==> src/rtl/branch_resolve_ctrl_pkg.sv <==
// branch_resolve_ctrl_pkg: shared widths, comparator op encodings and resolver state encoding
package branch_resolve_ctrl_pkg;
  localparam int XLEN = 32;
  localparam int BRANCH_OP_WIDTH = 3;
  typedef logic [BRANCH_OP_WIDTH-1:0] br_op_t;
  localparam br_op_t ALU_OP_BEQ  = 3'b000;
  localparam br_op_t ALU_OP_BNE  = 3'b001;
  localparam br_op_t ALU_OP_BLT  = 3'b100;
  localparam br_op_t ALU_OP_BGE  = 3'b101;
  localparam br_op_t ALU_OP_BLTU = 3'b110;
  localparam br_op_t ALU_OP_BGEU = 3'b111;
  localparam logic [1:0] BR_STATE_IDLE  = 2'd0;
  localparam logic [1:0] BR_STATE_EVAL  = 2'd1;
  localparam logic [1:0] BR_STATE_FLUSH = 2'd2;
endpackage

==> src/rtl/branch_resolve_ctrl_branch_comp.sv <==
// branch_comp: shared conditional-branch comparator; unknown ops resolve not-taken
module branch_comp
  import branch_resolve_ctrl_pkg::*;
#(
  parameter int W = 32
) (
  input  logic [W-1:0] a,
  input  logic [W-1:0] b,
  input  br_op_t       op,
  output logic         cmp_out
);
  always_comb
    cmp_out = op == ALU_OP_BEQ  ? a == b :
              op == ALU_OP_BNE  ? a != b :
              op == ALU_OP_BLT  ? $signed(a) <  $signed(b) :
              op == ALU_OP_BGE  ? $signed(a) >= $signed(b) :
              op == ALU_OP_BLTU ? a <  b :
              op == ALU_OP_BGEU ? a >= b : 1'b0;
endmodule

==> src/rtl/branch_resolve_ctrl.sv <==
// branch_resolve_ctrl: resolves one branch/jump per handshake, redirects fetch and
// holds a counted flush on mispredict
module branch_resolve_ctrl #(
  parameter int XLEN = branch_resolve_ctrl_pkg::XLEN,
  parameter int FLUSH_CYCLES = 2,
  parameter int CNT_W = 4
) (
  input  logic                                          clk,
  input  logic                                          rst_n,
  input  logic                                          req_valid,
  output logic                                          req_ready,
  input  logic [XLEN-1:0]                               req_pc,
  input  logic [XLEN-1:0]                               req_rs1,
  input  logic [XLEN-1:0]                               req_rs2,
  input  logic [XLEN-1:0]                               req_imm,
  input  logic [branch_resolve_ctrl_pkg::BRANCH_OP_WIDTH-1:0] req_br_op,
  input  logic                                          req_is_jal,
  input  logic                                          req_is_jalr,
  input  logic                                          req_pred_taken,
  input  logic [XLEN-1:0]                               req_pred_target,
  input  logic                                          kill,
  output logic                                          resp_valid,
  output logic                                          resp_taken,
  output logic                                          resp_mispredict,
  output logic                                          resp_misalign,
  output logic [XLEN-1:0]                               link_data,
  output logic                                          redirect_valid,
  output logic [XLEN-1:0]                               redirect_pc,
  output logic                                          flush
);
  import branch_resolve_ctrl_pkg::*;
  logic [1:0] state_q, state_d;
  logic [CNT_W-1:0] cnt_q, cnt_d;
  logic [XLEN-1:0] pc_q, pc_d, rs1_q, rs1_d, rs2_q, rs2_d, imm_q, imm_d, ptgt_q, ptgt_d;
  br_op_t op_q, op_d;
  logic jal_q, jal_d, jalr_q, jalr_d, pt_q, pt_d;
  logic accept, eval, live, cmp_out, taken, mispred, misalign, redir;
  logic [XLEN-1:0] target, pc4, next_pc;
  branch_comp #(.W(XLEN)) u_comp (.a(rs1_q), .b(rs2_q), .op(op_q), .cmp_out(cmp_out));
  always_comb begin
    req_ready = state_q == BR_STATE_IDLE && !kill;
    accept    = req_valid && req_ready;
    eval      = state_q == BR_STATE_EVAL;
    live      = eval && !kill;
    taken     = jal_q || jalr_q || cmp_out;
    target    = jalr_q ? (rs1_q + imm_q) & ~XLEN'(1) : pc_q + imm_q;
    pc4       = pc_q + XLEN'(4);
    next_pc   = taken ? target : pc4;
    mispred   = taken != pt_q || (taken && pt_q && target != ptgt_q);
    misalign  = taken && target[1];
    redir     = mispred && !misalign;
    resp_valid      = live;
    resp_taken      = live && taken;
    resp_mispredict = live && mispred;
    resp_misalign   = live && misalign;
    link_data       = live ? pc4 : '0;
    redirect_valid  = live && redir;
    redirect_pc     = redirect_valid ? next_pc : '0;
    flush           = state_q == BR_STATE_FLUSH;
    pc_d   = accept ? req_pc : pc_q;
    rs1_d  = accept ? req_rs1 : rs1_q;
    rs2_d  = accept ? req_rs2 : rs2_q;
    imm_d  = accept ? req_imm : imm_q;
    ptgt_d = accept ? req_pred_target : ptgt_q;
    op_d   = accept ? req_br_op : op_q;
    jal_d  = accept ? req_is_jal : jal_q;
    jalr_d = accept ? req_is_jalr : jalr_q;
    pt_d   = accept ? req_pred_taken : pt_q;
    // counter runs FLUSH_CYCLES..1 while in FLUSH, so flush spans exactly FLUSH_CYCLES cycles
    state_d = kill   ? BR_STATE_IDLE :
              accept ? BR_STATE_EVAL :
              eval   ? (redir ? BR_STATE_FLUSH : BR_STATE_IDLE) :
              flush  ? (cnt_q == CNT_W'(1) ? BR_STATE_IDLE : BR_STATE_FLUSH) : state_q;
    cnt_d   = kill           ? '0 :
              eval && redir  ? CNT_W'(FLUSH_CYCLES) :
              flush          ? cnt_q - CNT_W'(1) : cnt_q;
  end
  always_ff @(posedge clk or negedge rst_n)
    if (!rst_n) begin
      state_q <= BR_STATE_IDLE;
      cnt_q   <= '0;
      pc_q    <= '0;
      rs1_q   <= '0;
      rs2_q   <= '0;
      imm_q   <= '0;
      ptgt_q  <= '0;
      op_q    <= '0;
      jal_q   <= 1'b0;
      jalr_q  <= 1'b0;
      pt_q    <= 1'b0;
    end else begin
      state_q <= state_d;
      cnt_q   <= cnt_d;
      pc_q    <= pc_d;
      rs1_q   <= rs1_d;
      rs2_q   <= rs2_d;
      imm_q   <= imm_d;
      ptgt_q  <= ptgt_d;
      op_q    <= op_d;
      jal_q   <= jal_d;
      jalr_q  <= jalr_d;
      pt_q    <= pt_d;
    end
endmodule

==> config.mk <==
export PLATFORM = sky130hd
export DESIGN_NAME = branch_resolve_ctrl
export DESIGN_NICKNAME = d
export VERILOG_FILES = /design/src/rtl/branch_resolve_ctrl_pkg.sv /design/src/rtl/branch_resolve_ctrl_branch_comp.sv /design/src/rtl/branch_resolve_ctrl.sv
export SDC_FILE = /design/constraint.sdc
export NUM_CORES = 1
export LEC_CHECK = 0
export ABC_AREA = 1
export ABC_CLOCK_PERIOD_IN_PS = 6600
export CAP_MARGIN = 10
export CORE_MARGIN = 3
export CORE_UTILIZATION = 35
export CTS_CLUSTER_SIZE = 12
export DETAILED_ROUTE_END_ITERATION = 10
export DONT_BUFFER_PORTS = 1
export PLACE_DENSITY = 0.46
export SETUP_SLACK_MARGIN = 0.2
export SYNTH_ARGS = -nofsm -noshare
export SYNTH_HDL_FRONTEND = slang
export SYNTH_SLANG_ARGS = --single-unit
==> constraint.sdc <==
create_clock -name clk -period 6.6 [get_ports clk]
set_clock_uncertainty 0.15 [all_clocks]
set_input_delay 0.66 -clock clk [delete_from_list [all_inputs] [get_ports clk]]
set_output_delay 0.66 -clock clk [all_outputs]
set_load 0.05 [all_outputs]
## Word level (Yosys, flattened, before mapping)

Index checks and enable logic that the tools add are counted.

- Input port bits: 170
- Register bits after elaboration: 172

- $lt $le $gt $ge: 4
- Reduce and logical (&&, ||, !) cells: 21
- Mux-type cells: 19
- Eq/ne operators: 12
- Add/sub/neg operators: 4

Operator list:

| kind | count |
|---|---|
| 32-bit two-way mux | 4 |
| 32-bit adder | 2 |
| 32-bit greater-or-equal comparator | 2 |
| 32-bit less-than comparator | 2 |
| 32-bit != test | 2 |
| 32-bit by 3-bit adder with 32-bit output, second input constant | 1 |
| 32-bit == test | 1 |
| 3-bit == test, second input constant | 4 |
| 1-bit logical AND | 12 |
| 2-bit two-way mux | 6 |
| 4-bit two-way mux | 3 |
| 1-bit two-way mux | 6 |
| 4-bit by 1-bit == test with 1-bit output, second input constant | 1 |
| 4-bit nonzero test | 1 |
| 4-bit by 1-bit subtractor with 4-bit output, second input constant | 1 |
| 3-bit by 1-bit == test with 1-bit output, second input constant | 1 |
| 3-bit logical NOT | 1 |
| 1-bit logical OR | 3 |
| 3-bit nonzero test | 1 |
| 2-bit by 1-bit == test with 1-bit output, second input constant | 1 |
| 2-bit == test, second input constant | 1 |
| 1-bit logical NOT | 2 |
| 2-bit logical NOT | 1 |
| 1-bit != test | 1 |

## Longest topological paths before layout

Gate-level depths: netlist of the first run.

- Word-level depth: 16
- Gate-level depth with buffers: 27
- Mapped depth without buffers: 27

## Cells and area by module

From an unflattened synthesis of the first run, not the netlist that was laid out.

- Cell total of the unflattened synthesis: 2129
- Area total of the unflattened synthesis: 14651.6 um^2

Modules (own cells, without submodules):

| module | cells each | times used | area an instance (um^2) |
|---|---|---|---|
| branch_resolve_ctrl | 1963 | 1 | 13633.1 |
| branch_comp | 166 | 1 | 1018.5 |

## Worst setup path after synthesis of the first run

OpenSTA, ideal clock, no wires.

- Path type: register to output
- Start: reg rs1_q[31]
- End: out redirect_pc[28]
- Path slack: 2.207 ns
- Cell stages (with the launch flop): 19
- Data required time: 5.790 ns
- Buffers on the path: 1
- Arrival: 3.583 ns
- Cell sequence: dfrtp_1 -> ha_1 -> nand2_1 -> nor2_1 -> nand4_1 -> nor4_2 -> nand2_1 -> nand3b_1 -> nand3_1 -> nand2_1 -> nand4_1 -> nor2_2 -> inv_2 -> buf_2 -> ha_1 -> inv_1 -> a21oi_4 -> nand2_4 -> nor2_1

- Longest elaborated chain between the ends: 14

RTL lines:

| element | RTL line | text |
|---|---|---|
| from (decl) | branch_resolve_ctrl.sv:34 | `logic [XLEN-1:0] pc_q, pc_d, rs1_q, rs1_d, rs2_q, rs2_d, imm_q, imm_d, ptgt_q, ptgt_d;` |
| from (signal assigned) | branch_resolve_ctrl.sv:95 | `rs1_q <= rs1_d;` |
| 32-bit greater-or-equal comparator | branch_resolve_ctrl_branch_comp.sv:18 | `op == ALU_OP_BGEU ? a >= b : 1'b0;` |
| 1-bit two-way mux | branch_resolve_ctrl_branch_comp.sv:18 |  |
| 1-bit two-way mux | branch_resolve_ctrl_branch_comp.sv:17 | `op == ALU_OP_BLTU ? a < b :` |
| 1-bit two-way mux | branch_resolve_ctrl_branch_comp.sv:16 | `op == ALU_OP_BGE ? $signed(a) >= $signed(b) :` |
| 1-bit two-way mux | branch_resolve_ctrl_branch_comp.sv:15 | `op == ALU_OP_BLT ? $signed(a) < $signed(b) :` |
| 1-bit two-way mux | branch_resolve_ctrl_branch_comp.sv:14 | `op == ALU_OP_BNE ? a != b :` |
| 1-bit two-way mux | branch_resolve_ctrl_branch_comp.sv:13 | `cmp_out = op == ALU_OP_BEQ ? a == b :` |
| 1-bit logical OR | branch_resolve_ctrl.sv:45 | `taken = jal_q \|\| jalr_q \|\| cmp_out;` |
| 1-bit logical AND (2 in a row) | branch_resolve_ctrl.sv:49 | `mispred = taken != pt_q \|\| (taken && pt_q && target != ptgt_q);` |
| 1-bit logical OR | branch_resolve_ctrl.sv:49 |  |
| 1-bit logical AND | branch_resolve_ctrl.sv:51 | `redir = mispred && !misalign;` |
| 1-bit logical AND | branch_resolve_ctrl.sv:57 | `redirect_valid = live && redir;` |
| 32-bit two-way mux (*) | branch_resolve_ctrl.sv:58 | `redirect_pc = redirect_valid ? next_pc : '0;` |
| to (decl) | branch_resolve_ctrl.sv:28 | `output logic [XLEN-1:0] redirect_pc,` |

Every way passes the cells marked *; elsewhere a longest branch is shown, timed or not.

## Final worst setup path of the first run

- Start: reg rs1_q[31]
- End: out redirect_pc[12]

Same word-level chain as after synthesis.

==> results_dict.tcl, run 1 <==
set metrics [dict create \
    sequential_cell_fraction_of_total_power_pct 27.1 \
    post-synth-top-area-fraction_pct 29.5 \
    finalWirelength_um 49800 \
    synth.avg_cell_area_um2 6.71 \
    syn-num-nets 2442 \
    critical-path-slowest-cell "nor2_2" \
    clk_path_buf_depth 2 \
    timing.final.crit_period_ns 5.57 \
    power_density_nw_per_um2 352 \
    tightestPinTransition_ns 0.992 \
    instance_count_after_placement_with_tap_cells_included 2669 \
    async_flop_share_pct 100 \
    postSynth.topFlopCell "dfrtp_1" \
    drt_first_iter_violations 803 \
    largest_net_degree_at_the_start_of_global_routing 183 \
    synth.cell_area_um2 14600 \
    placement.cell_area_um2 15100 \
    grt_setup_unrepaired "false" \
    post_route_cells_drive_above_1_share_pct 11.0 \
    detail_route.vias_per_cell 4.88 \
    antenna_violating_nets_post_route 0 \
    synthesis_warning_total 0 \
    regArea_um2 4300 \
    wl_per_instance_um 18.4 \
    clk_pin_slew_ns 0.08 \
    vdd_ir_drop_max_v 0.000194 \
    p_sw_share_pct 50.4 \
    timing.setup.critical_path_class "reg -> out" \
    max_cap_viol_count 0 \
    comb_power_share_pct 54.8 \
    layout.cells.most_common_list "nand2_1, inv_1, nor2_1, dfrtp_1, nand3_1" \
    synth_largest_area_cell "dfrtp_1" \
    grtUsageMet3_pct 4.70 \
    timing.setup.tns_ns 0 \
    power_frac_clock_pct 18.1 \
    net-switching-power_mw 2.79 \
    ys_top_cells_by_area "dfrtp_1, nand2_1, inv_1, ha_1, mux2_2" \
    layout_nets 2426 \
    final_max_slew_viol_count 0 \
    p_leak_nw 8.56 \
    multi_input_comb_area_um2 8720 \
    drc_violations 0 \
    final_hold_viol_count 0 \
    initial_core_util_pct 35.6 \
    groute.layer.met1.usage_pct 30.8 \
    fillers 4531 \
    globalRoute.busiestLayer "met2" \
    cts-htree-levels 4 \
    cts-resized-gates 0 \
    rows 74 \
    vias 13200 \
    place_congestion 0.897 \
    layout.cells.most_common "nand2_1" \
    cts_root_buffer "clkbuf_16" \
    cpMostUsedCell "ha_1" \
    tritoncts "built" \
    overflow 0 \
    p_int_mw 2.75 \
    die_w_um 210 \
    core-area_um2 41000 \
    worstPathRequired_ns 5.79 \
    die_h_um 210 \
    outcome "complete, no violations" \
    track_usage_pct 22.7 \
    layoutNonFillerInstCount 2703 \
    io_buffer_count 0 \
    synth_cell_type_count 45 \
    detail_route.first_pass.iterations 5 \
    globalRouteMet2Util_pct 36.0 \
    clock_sinks 172 \
    crit_path_cell_trace "ha_1 -> nand2_1 -> nor2_1 -> nand4_1 -> nor3_1 -> nand3_1 -> o41ai_1 -> nor2_4 -> inv_2 -> ha_1 -> nand2_2 -> a21oi_4 -> nand2_4 -> nor2_2" \
    post-cts-setup-buffer-count 0 \
    numCtsBuffers 17 \
    grt_pass1_vias 12900 \
    postLayoutCoreUtil_pct 38.4 \
    initial_antenna_violation_count 6 \
    grt_first_pass_wirelength_um 75500 \
    post-dp-hpwl_um 40700 \
    timing.final.crit_share_pct 84.4 \
    crit_path_max_incr_delay_ns 0.60 \
    ys_seq_area_share_pct 29.5 \
    crit_path_start_kind "register" \
    synthesis.instances 2173 \
    synth_enable_flop_cells 0 \
    critical_path_arrival_ns 4.76 \
    worst_hold_path_type "in -> async" \
    later_pin_clock_latency_in_the_skew_report_ns 0.49 \
    timing.critical_path.fanout_max 32 \
    crit_end_element "output port" \
    io-pin-count 241 \
    max_freq_mhz 179 \
    synth.ff_latch_count 172 \
    floorplan.die_area_um2 44200 \
    postCtsHoldBufs 1 \
    final_design_area_no_fill_um2 15700 \
    max_slew_margin_pct 33.5 \
    setup_viol_count_final 0 \
    growth_of_design_area_from_synthesis_to_finish_pct 7.87 \
    final_hold_slack_ns 0.0673 \
]
==> cell usage after synthesis (4+ instances only) <==
master and instances:
nor3_1 10, nand3_2 5, inv_2 14, xnor2_1 12, buf_2 5, xor2_1 23, ha_1 97, nand3_1 134
a21oi_1 120, buf_1 7, nand2_1 691, nor2_4 4, clkbuf_1 28, o21bai_1 4, nor2_1 213, mux2_2 102
inv_1 352, nor2_2 41, nand4_1 27, nor3_2 7, dfrtp_1 172, nand3b_1 21, nand2_2 9, o21ai_0 32
or2_2 6
==> per-stage QoR <==
step	setup WS, ns	total power [mW]
after global routing	0.763	6.05
after global placement	1.61	4.51
final	1.03	5.54
after detailed placement	1.49	4.52
after floorplan	2.21	3.66
after CTS	0.931	5.59
==> worst max-delay path, delay by kind of cell, from the launching register on <==
| kind | cells | cell delay, ns |
|---|---|---|
| AND/OR/NAND/NOR | 9 | 2.01 |
| buffers and inverters | 1 | 0.29 |
| adder cells (fa/ha/maj) | 2 | 0.62 |
| flip-flops | 1 | 0.41 |
| AO/OA/AOI/OAI | 2 | 0.90 |
==> power groups by stage <==
stage | Clock (mW) | Sequential (mW) | Combinational (mW)
3_5_place_dp | 0 | 1.52 | 3.00
6_report | 1.00 | 1.50 | 3.03
3_3_place_gp | 0 | 1.52 | 2.99
4_1_cts | 1.05 | 1.50 | 3.04
2_1_floorplan | 0 | 1.39 | 2.27
5_1_grt | 1.08 | 1.53 | 3.45
==> path summary, 6_finish.rpt <==
| check | from | endpoint | slack [ns] | cells after the start |
|---|---|---|---|---|
| worst max-delay path | rs1_q[31] | redirect_pc[12] | 1.03 | 14 |
| worst min-delay path | rst_n | rs2_q[0] | 0.07 | 1 |
| min in group clk | req_rs1[23] | rs1_q[23] | 0.16 | 1 |
| worst max register to register | rs1_q[31] | cnt_q[1] | 2.86 | 15 |
| worst min register to register | rs2_q[15] | rs2_q[15] | 0.36 | 2 |
| max in group asynchronous | rst_n | pc_q[26] | 5.58 | 1 |
==> cell families (layout without fill, tap and decap cells) <==
family	after synthesis	in the layout	synth area share [%]
and+or+nand+nor	1184	1184	35.0
buffers and inverters	413	410	10.8
DFF	172	172	29.5
AOI/OAI and AO/OA	167	167	6.02
muxes	103	103	7.94
adders and majority gates	99	99	8.59
xor gates and xnor gates	35	35	2.10
other	0	1	0
==> final cells by class <==
| cell class | instances | share of cell area [%] |
|---|---|---|
| multi-input combinational | 1588 | 55.4 |
| sequential | 172 | 27.3 |
| inverter | 369 | 8.80 |
| tap | 532 | 4.23 |
| clock buffer | 18 | 2.73 |
| clock inverter | 14 | 0.835 |
| timing repair buffer | 9 | 0.636 |
| antenna | 1 | 0.0159 |
==> metal layers <==
layer / share of wire [%] / vias to the layer above
met5: 0.098 / -
met3: 4.6 / 75
met1: 47 / 6043
met4: 3.1 / 10
li1: - / 6787
met2: 45 / 273
==> flip-flops by register name (all words and copies together) (netlist names) <==
signal	flops
rs1_q	32
pt_q	1
jalr_q	1
rs2_q	32
ptgt_q	32
pc_q	32
imm_q	32
state_q	2
jal_q	1
op_q	3
cnt_q	4
No activity file was read; power rests on OpenSTA's default activity.
==> run 2, diff against run 1 <==
--- a/config.mk
+++ b/config.mk
@@ -6,7 +6,7 @@
 export NUM_CORES = 1
 export LEC_CHECK = 0
 export ABC_AREA = 1
-export ABC_CLOCK_PERIOD_IN_PS = 6600
+export ABC_CLOCK_PERIOD_IN_PS = 5400
 export CAP_MARGIN = 10
 export CORE_MARGIN = 3
 export CORE_UTILIZATION = 35
==> constraint.sdc (replaced) <==
create_clock -name clk -period 5.4 [get_ports clk]
set_clock_uncertainty 0.15 [all_clocks]
set_input_delay 0.54 -clock clk [delete_from_list [all_inputs] [get_ports clk]]
set_output_delay 0.54 -clock clk [all_outputs]
set_load 0.05 [all_outputs]
==> run 2 against run 1 <==
- non-clock buffer count grew 115
- routed wire length grew 3.1%
- sequential power grew 23%
- worst setup slack lost 0.50 ns
- first-iteration DRC count shrank 3.7%
- combinational power grew 25%
- largest power group unchanged
- total power grew 26%
- register-to-register slack lost 1.1 ns
- die area is the same
==> results_dict.tcl, run 2 (synthesized netlist as in run 1, its figures left out) <==
set metrics [dict create \
    p_leak_nw 9.16 \
    overflow 0 \
    core-area_um2 41000 \
    initial_core_util_pct 35.6 \
    max_cap_viol_count 0 \
    initial_antenna_violation_count 6 \
    grt_setup_unrepaired "false" \
    timing.setup.critical_path_class "reg -> out" \
    tightestPinTransition_ns 1.03 \
    grt_pass1_vias 13400 \
    drc_violations 0 \
    critical_path_buf_inv_count 4 \
    detail_route.first_pass.iterations 5 \
    timing.critical_path.fanout_max 17 \
    later_pin_clock_latency_in_the_skew_report_ns 0.49 \
    vias 13800 \
    detail_route.vias_per_cell 4.88 \
    post-place-ws_ns 0.800 \
    crit_path_cell_trace "ha_1 -> nand2_1 -> nor2_1 -> nand4_1 -> nor4_2 -> nand2_1 -> nand2_1 -> nand2_1 -> nand3_1 -> nand4_1 -> nor2_4 -> inv_2 -> ha_1 -> inv_1 -> a21oi_4 -> buf_12 -> nand2_8 -> nor2_2 -> buf_4" \
    final_max_slew_viol_count 0 \
    drt_first_iter_violations 773 \
    rows 74 \
    finalWirelength_um 51400 \
    growth_of_design_area_from_synthesis_to_finish_pct 15.3 \
    timing.setup.tns_ns 0 \
    cts_root_buffer "clkbuf_16" \
    die_w_um 210 \
    crit_path_start_kind "register" \
    antenna_violating_nets_post_route 0 \
    critPathLaunch "rs1_q[31]" \
    track_usage_pct 23.3 \
    postLayoutCoreUtil_pct 41.0 \
    worst_hold_path_type "in -> reg" \
    layoutNonFillerInstCount 2820 \
    crit_end_element "output port" \
    post_route_cells_drive_above_1_share_pct 13.5 \
    die_h_um 210 \
    outcome "complete, no violations" \
    clk_path_buf_depth 2 \
    r2r-start "rs1_q[31]" \
    critical_path.top_delay_family "simple AND/OR/NAND/NOR gates" \
    timing.final.crit_share_pct 90.2 \
    clock_sinks 172 \
    power_density_nw_per_um2 413 \
    final_design_area_no_fill_um2 16800 \
    io-pin-count 241 \
    cpMostUsedCell "nand2_1" \
    layout.cells.most_common "nand2_1" \
    post-dp-hpwl_um 41600 \
    layout_setup_ws_ns 0.529 \
    tritoncts "built" \
    timing.final.crit_period_ns 4.87 \
    max_freq_mhz 205 \
    setup_viol_count_final 0 \
    numCtsBuffers 17 \
    placement.cell_area_um2 15600 \
    layout_nets 2542 \
    largest_net_degree_at_the_start_of_global_routing 173 \
    instance_count_after_placement_with_tap_cells_included 2735 \
    grt_first_pass_wirelength_um 77400 \
    vdd_ir_drop_max_v 0.000286 \
    critical-path-slowest-cell "dfrtp_1" \
    io_buffer_count 0 \
    place_congestion 0.920 \
    wl_per_instance_um 18.2 \
    max_slew_margin_pct 31.3 \
    layout.cells.most_common_list "nand2_1, inv_1, nor2_1, dfrtp_1, nand3_1" \
    cts-htree-levels 4 \
    worstPathRequired_ns 4.71 \
    crit_path_max_incr_delay_ns 0.43 \
    critical_path_arrival_ns 4.18 \
    clk_pin_slew_ns 0.07 \
    floorplan.die_area_um2 44200 \
    holdCritStartpoint "req_rs1[14]" \
    final_hold_viol_count 0 \
]
[run 2: cell count changes in the layout (fill, tap and decap cells not counted), sizes merged]
cell,change
nand2,+1
clkinv,-2
buf,+67
diode,+2
dlygate4sd3,+47
bufinv,+2
clkinvlp,-2
clkbuf,+2
[run 2: path summary, 6_finish.rpt]
check	end	slack, ns	depth (start not counted)
worst max-delay path	redirect_pc[4]	0.53	19
worst min-delay path	rs1_q[14]	0.04	1
worst max register to register	cnt_q[1]	1.79	17
worst min register to register	jal_q	0.36	1
max in group asynchronous	ptgt_q[27]	3.77	2
min in group asynchronous	rs2_q[4]	0.55	2
[run 2: final cells by class]
cell class | count | area (µm²)
Antenna cell | 3 | 7.51
Multi-Input combinational cell | 1589 | 8760
Clock inverter | 12 | 153
Tap cell | 532 | 666
Sequential cell | 172 | 4300
Clock buffer | 19 | 453
Inverter | 369 | 1390
Timing Repair Buffer | 124 | 1100
Fill cell | 4466 | 24200
[run 2: power by group]
part / switching (mW) / total, mW / internal (mW)
Combinational: 2.50 / 3.79 / 1.29
Sequential: 0.304 / 1.84 / 1.53
Clock: 0.613 / 1.33 / 0.719
Total: 3.42 / 6.96 / 3.54
[run 2: repair_timing]
action                                  in CTS  in global routing
endpoints found under the hold margin      218                  0
endpoints found under the setup margin       0                 32
resized for setup                            0                  6
hold buffers                                48                  0
setup buffers                                0                  2
[run 2: per-layer routing]
metal  wire length (µm)  GRT usage, %  share of wire [%]
met1              24200          31.8                 47
met5                 26             0              0.051
met3               2400          4.00                4.7
met2              23400          37.2                 46
met4               1370          8.53                2.7
[run 2: stage by stage]
step           hold WS [ns]  total power, mW
6_report             0.0438             6.96
5_1_grt              0.0218             7.59
2_1_floorplan        0.0944             4.48
3_5_place_dp          0.104             5.55
4_1_cts            0.000140             6.98
3_3_place_gp          0.104             5.54
==> run 3, diff against run 2 <==
--- a/config.mk
+++ b/config.mk
@@ -7,7 +7,6 @@
 export LEC_CHECK = 0
 export ABC_AREA = 1
 export ABC_CLOCK_PERIOD_IN_PS = 5400
-export CAP_MARGIN = 10
 export CORE_MARGIN = 3
 export CORE_UTILIZATION = 35
 export CTS_CLUSTER_SIZE = 12
==> results of run 3 <==
The final DEF is identical to that of run 2; final timing and power are the same.
